### src/rtl/keypad_id_entry.sv
// Keypad ID entry front end: synchronizes and debounces key presses and assembles BCD digits
// into a 32-bit ID. ENTER publishes the ID with a one-cycle valid strobe.
module keypad_id_entry #(
   parameter int DIGITS          = 8,
   parameter int DEBOUNCE_CYCLES = 16,
   parameter int TIMEOUT_CYCLES  = 1000000
) (
   input  logic        clk,
   input  logic        rst,
   input  logic        key_press,
   input  logic [3:0]  key_code,
   output logic [31:0] id,
   output logic        id_valid,
   output logic [3:0]  digit_count,
   output logic        entry_active,
   output logic        error
);

   localparam int DW = $clog2(DEBOUNCE_CYCLES + 2);
   localparam int TW = $clog2(TIMEOUT_CYCLES);

   typedef enum logic [1:0] {IDLE, ENTRY, COMMIT} state_t;

   state_t          state, state_next;
   logic            sync1, sync2;
   logic [DW-1:0]   deb_cnt;
   logic            new_evt;
   logic            key_evt;
   logic [3:0]      evt_code;
   logic [31:0]     buffer, buffer_next;
   logic [3:0]      count_next;
   logic            ovf, ovf_next;
   logic [TW-1:0]   tcnt, tcnt_next;
   logic [31:0]     id_next;
   logic            id_valid_next, error_next;
   logic            is_digit, is_clear, is_enter, timeout_hit;

   // The counter saturates one past the threshold, so each press yields exactly one event.
   assign new_evt = sync2 && (deb_cnt == DW'(DEBOUNCE_CYCLES));

   always_ff @(posedge clk or posedge rst) begin
      if (rst) begin
         sync1    <= 1'b0;
         sync2    <= 1'b0;
         deb_cnt  <= '0;
         key_evt  <= 1'b0;
         evt_code <= 4'h0;
      end else begin
         sync1 <= key_press;
         sync2 <= sync1;
         if (!sync2)
            deb_cnt <= '0;
         else if (deb_cnt <= DW'(DEBOUNCE_CYCLES))
            deb_cnt <= deb_cnt + DW'(1);
         // An event landing during COMMIT is held over and consumed in IDLE.
         key_evt <= new_evt || (key_evt && (state == COMMIT));
         if (new_evt)
            evt_code <= key_code;
      end
   end

   assign is_digit    = (evt_code <= 4'd9);
   assign is_clear    = (evt_code == 4'hA);
   assign is_enter    = (evt_code == 4'hB);
   assign timeout_hit = (state == ENTRY) && !key_evt && (tcnt == TW'(TIMEOUT_CYCLES - 2));

   always_ff @(posedge clk or posedge rst) begin
      if (rst)
         state <= IDLE;
      else
         state <= state_next;
   end

   always_comb begin
      state_next = state;
      case (state)
         IDLE:
            if (key_evt && is_digit)
               state_next = ENTRY;
         ENTRY:
            if (key_evt) begin
               if (is_clear)
                  state_next = IDLE;
               else if (is_enter)
                  state_next = ovf ? IDLE : COMMIT;
            end else if (timeout_hit) begin
               state_next = IDLE;
            end
         COMMIT:
            state_next = IDLE;
         default:
            state_next = IDLE;
      endcase
   end

   always_comb begin
      buffer_next   = buffer;
      count_next    = digit_count;
      ovf_next      = ovf;
      tcnt_next     = '0;
      id_next       = id;
      id_valid_next = 1'b0;
      error_next    = 1'b0;
      case (state)
         IDLE:
            if (key_evt && is_digit) begin
               buffer_next = {28'b0, evt_code};
               count_next  = 4'd1;
               ovf_next    = 1'b0;
            end
         ENTRY: begin
            tcnt_next = tcnt + TW'(1);
            if (key_evt) begin
               tcnt_next = '0;
               if (is_digit) begin
                  if (digit_count < 4'(DIGITS)) begin
                     buffer_next = {buffer[27:0], evt_code};
                     count_next  = digit_count + 4'd1;
                  end else begin
                     ovf_next = 1'b1;
                  end
               end else if (is_clear || (is_enter && ovf)) begin
                  buffer_next = '0;
                  count_next  = 4'd0;
                  ovf_next    = 1'b0;
                  error_next  = is_enter;
               end
            end else if (timeout_hit) begin
               buffer_next = '0;
               count_next  = 4'd0;
               ovf_next    = 1'b0;
               tcnt_next   = '0;
               error_next  = 1'b1;
            end
         end
         COMMIT: begin
            id_next       = buffer;
            id_valid_next = 1'b1;
            buffer_next   = '0;
            count_next    = 4'd0;
            ovf_next      = 1'b0;
         end
         default: ;
      endcase
   end

   always_ff @(posedge clk or posedge rst) begin
      if (rst) begin
         buffer      <= '0;
         digit_count <= 4'd0;
         ovf         <= 1'b0;
         tcnt        <= '0;
         id          <= '0;
         id_valid    <= 1'b0;
         error       <= 1'b0;
      end else begin
         buffer      <= buffer_next;
         digit_count <= count_next;
         ovf         <= ovf_next;
         tcnt        <= tcnt_next;
         id          <= id_next;
         id_valid    <= id_valid_next;
         error       <= error_next;
      end
   end

   assign entry_active = (state == ENTRY);

endmodule

### config.mk
export PLATFORM = sky130hd
export DESIGN_NAME = keypad_id_entry
export DESIGN_NICKNAME = d
export VERILOG_FILES = /design/src/rtl/keypad_id_entry.sv
export SDC_FILE = /design/constraint.sdc
export NUM_CORES = 1
export LEC_CHECK = 0
export CORE_MARGIN = 2
export CORE_UTILIZATION = 45
export CTS_CLUSTER_SIZE = 24
export DETAILED_ROUTE_END_ITERATION = 8
export HOLD_SLACK_MARGIN = 0.03
export PLACE_DENSITY = 0.64
export SLEW_MARGIN = 20
export SYNTH_ARGS = -nofsm -noshare
export SYNTH_HDL_FRONTEND = slang
export SYNTH_SLANG_ARGS = --single-unit
### constraint.sdc
create_clock -name clk -period 10.1 [get_ports clk]
set_input_delay 2.525 -clock clk [delete_from_list [all_inputs] [get_ports clk]]
set_output_delay 2.525 -clock clk [all_outputs]
set_load 0.03 [all_outputs]
==> results.py <==
metrics = {
    "status": {
        "status": "completed",
    },
    "yosys": {
        "yosys-top-cells-area": "dfrtp_1, mux2_2, mux2i_1",
        "synthesis.area_mm2": 0.00462,
        "ys_ff_latch": 105,
        "synth_top_area_share_pct": 56.8,
        "syn_inst": 402,
        "ys.flop_type": "dfrtp_1",
        "yosysWarningCount": 0,
        "synth.avg_cell_area_um2": 11.5,
        "seq_area_frac_synth_pct": 56.8,
        "synth_edf_count": 0,
        "async_flop_share_pct": 100,
        "synth_top_area_cell": "dfrtp_1",
        "yosysUniqueCellTypes": 40,
        "syn_nets": 417,
    },
    "timing": {
        "fin_skew_ns": 0.0168,
        "layout_setup_ws_ns": 5.71,
        "min_period_ns": 4.39,
        "setup_viol": 0,
        "timing.fmax_mhz": 228,
        "hold_viol": 0,
        "grt_setup_unrepaired": "no",
        "tns_ns": 0,
        "slew_viol_final": 0,
        "period_share_pct": 43.4,
        "tightest_slew_ns": 0.841,
        "relSlewSlack_pct": 43.9,
    },
    "die": {
        "fp.dieH_um": 105,
        "core-area_mm2": 0.0101,
        "placementRows": 37,
        "dieArea_mm2": 0.0111,
        "io_pins": 46,
        "start_util_pct": 45.6,
        "die_x_um": 105,
    },
    "final_layout": {
        "final_common_cell": "dfrtp_1",
        "design_area_mm2": 0.00539,
        "diodes": 0,
        "final_cell_mix": "dfrtp_1, nand2_1, inv_1, clkdlybuf4s50_1, mux2_2",
        "areaGrowthSynthToFinish_pct": 16.5,
        "postLayoutCoreUtil_pct": 53.1,
        "final_cells": 589,
        "drive_gt1_share_pct": 13.9,
        "fill_cells": 871,
        "nets": 463,
    },
    "clock_tree": {
        "cts_hold_buf": 0,
        "cts_tree": "yes",
        "path_clk_slew_ns": 0.09,
        "cts_root_buffer": "clkbuf_8",
        "htreeDepth": 3,
        "post_cts_buffers": 0,
        "clkSinkCount": 105,
        "cts.path.max_buffers": 2,
        "insertion_delay_ns": 0.37,
        "post_cts_resized": 0,
        "cts_buffers": 9,
    },
    "route": {
        "antenna_left": 0,
        "drtPass1Iterations": 4,
        "drc_errors": 0,
        "wl_um": 7980,
        "wl_per_cell_um": 13.5,
        "drt-initial-drc-count": 93,
        "vias_per_cell": 5.00,
        "vias": 2943,
    },
    "setup_path": {
        "critPathKind": "reg2out",
        "required_ns": 7.58,
        "critPathBufInv": 2,
        "crit_fanout": 6,
        "worstSetupEndpointType": "output pin",
        "start_kind": "flip-flop",
        "arrival_ns": 1.86,
        "crit_chain": "inv_1 -> ha_1 -> clkdlybuf4s50_1",
        "worst_path_max_delay_cell": "clkdlybuf4s50_1",
        "cp_top_family": "buffers and inverters",
        "critPathMaxStageDelay_ns": 0.73,
    },
    "global_routing": {
        "gr-total-overflow": 0,
        "grtUsageTotal_pct": 16.3,
        "grt_pass1_wl_um": 14400,
        "grt_max_degree": 70,
        "grt_antenna_before_repair": 0,
        "grt_pass1_vias": 3048,
    },
    "placement": {
        "place_congestion": 0.820,
        "place_area_mm2": 0.00520,
        "dp_cells": 573,
        "dpl_worst_slack_ns": 5.88,
        "hpwl_um": 5350,
        "portBuffers": 45,
    },
    "power_and_ir_drop": {
        "power_leakage_nw": 2.52,
        "power.density_mw_per_mm2": 154,
        "irDropWorstVdd_mv": 0.0772,
    },
    "worst_hold_path": {
        "hold_path_class": "reg2reg",
    },
    "run": {
        "drv_cap": 0,
    },
}
area by class of cell:
class,instances,area (um^2),area share (%)
Sequential cell,105,2630,48.8
Multi-Input combinational cell,238,1750,32.6
Timing Repair Buffer,48,473,8.78
Inverter,46,175,3.25
Tap cell,136,170,3.16
Clock buffer,10,138,2.56
Clock inverter,6,48.8,0.906
report_power, final:
part	total, mW	internal (mW)	leakage (nW)	switching, mW
logic	0.151	0.0589	0.980	0.0922
clock network	0.242	0.0985	0.0855	0.143
registers	0.438	0.429	1.45	0.00842
Yosys cell counts (3+ instances only):
| cell type | instances |
|---|---|
| a21oi_1 | 8 |
| a31oi_1 | 3 |
| and2_1 | 5 |
| buf_6 | 3 |
| clkbuf_1 | 10 |
| dfrtp_1 | 105 |
| ha_1 | 8 |
| inv_1 | 46 |
| mux2_2 | 38 |
| mux2i_1 | 33 |
| nand2_1 | 51 |
| nand3_1 | 9 |
| nand4_1 | 4 |
| nor2_1 | 23 |
| nor4_1 | 3 |
| o21ai_0 | 6 |
| or3_1 | 4 |
| xnor2_1 | 11 |
| xor2_1 | 5 |
per-layer routing:
layer | share of wire (%) | track usage [%]
met5 | 0 | 0
met4 | 1.8 | 6.57
met3 | 3.6 | 2.97
met2 | 46 | 26.4
met1 | 48 | 21.8
state kept, by name, summed over array words and instances (netlist names):
signal       count
evt_code         4
key_evt          1
id_valid         1
sync2            1
digit_count      4
sync1            1
error            1
buffer          32
id              32
deb_cnt          5
tcnt            20
ovf              1
state            2
through the flow:
step | power, mW | hold slack, ns
CTS | 0.845 | 0.370
detailed placement | 0.599 | 0.343
global placement | 0.597 | 0.342
finish | 0.831 | 0.366
floorplan | 0.570 | 0.331
global route | 0.880 | 0.388
final timing paths:
kind                          start        endpoint  slack, ns  cells after the start
max in group asynchronous       rst      deb_cnt[4]       6.37                      3
hold reg to reg               sync1           sync2       0.37                      0
setup / recovery           state[1]    entry_active       5.71                      3
hold / removal                sync1           sync2       0.37                      0
min in group asynchronous       rst          id[24]       2.51                      2
setup reg to reg            tcnt[0]  digit_count[0]       7.24                      7
cells by family after synthesis:
family	Yosys count	share of synthesized area, %
simple gates	114	12.3
mux	71	16.4
compound gates	29	4.06
fa+ha+maj	8	2.16
buf+inv	59	5.28
flops	105	56.8
xor+xnor	16	3.03
(Power assumes the default switching activity.)
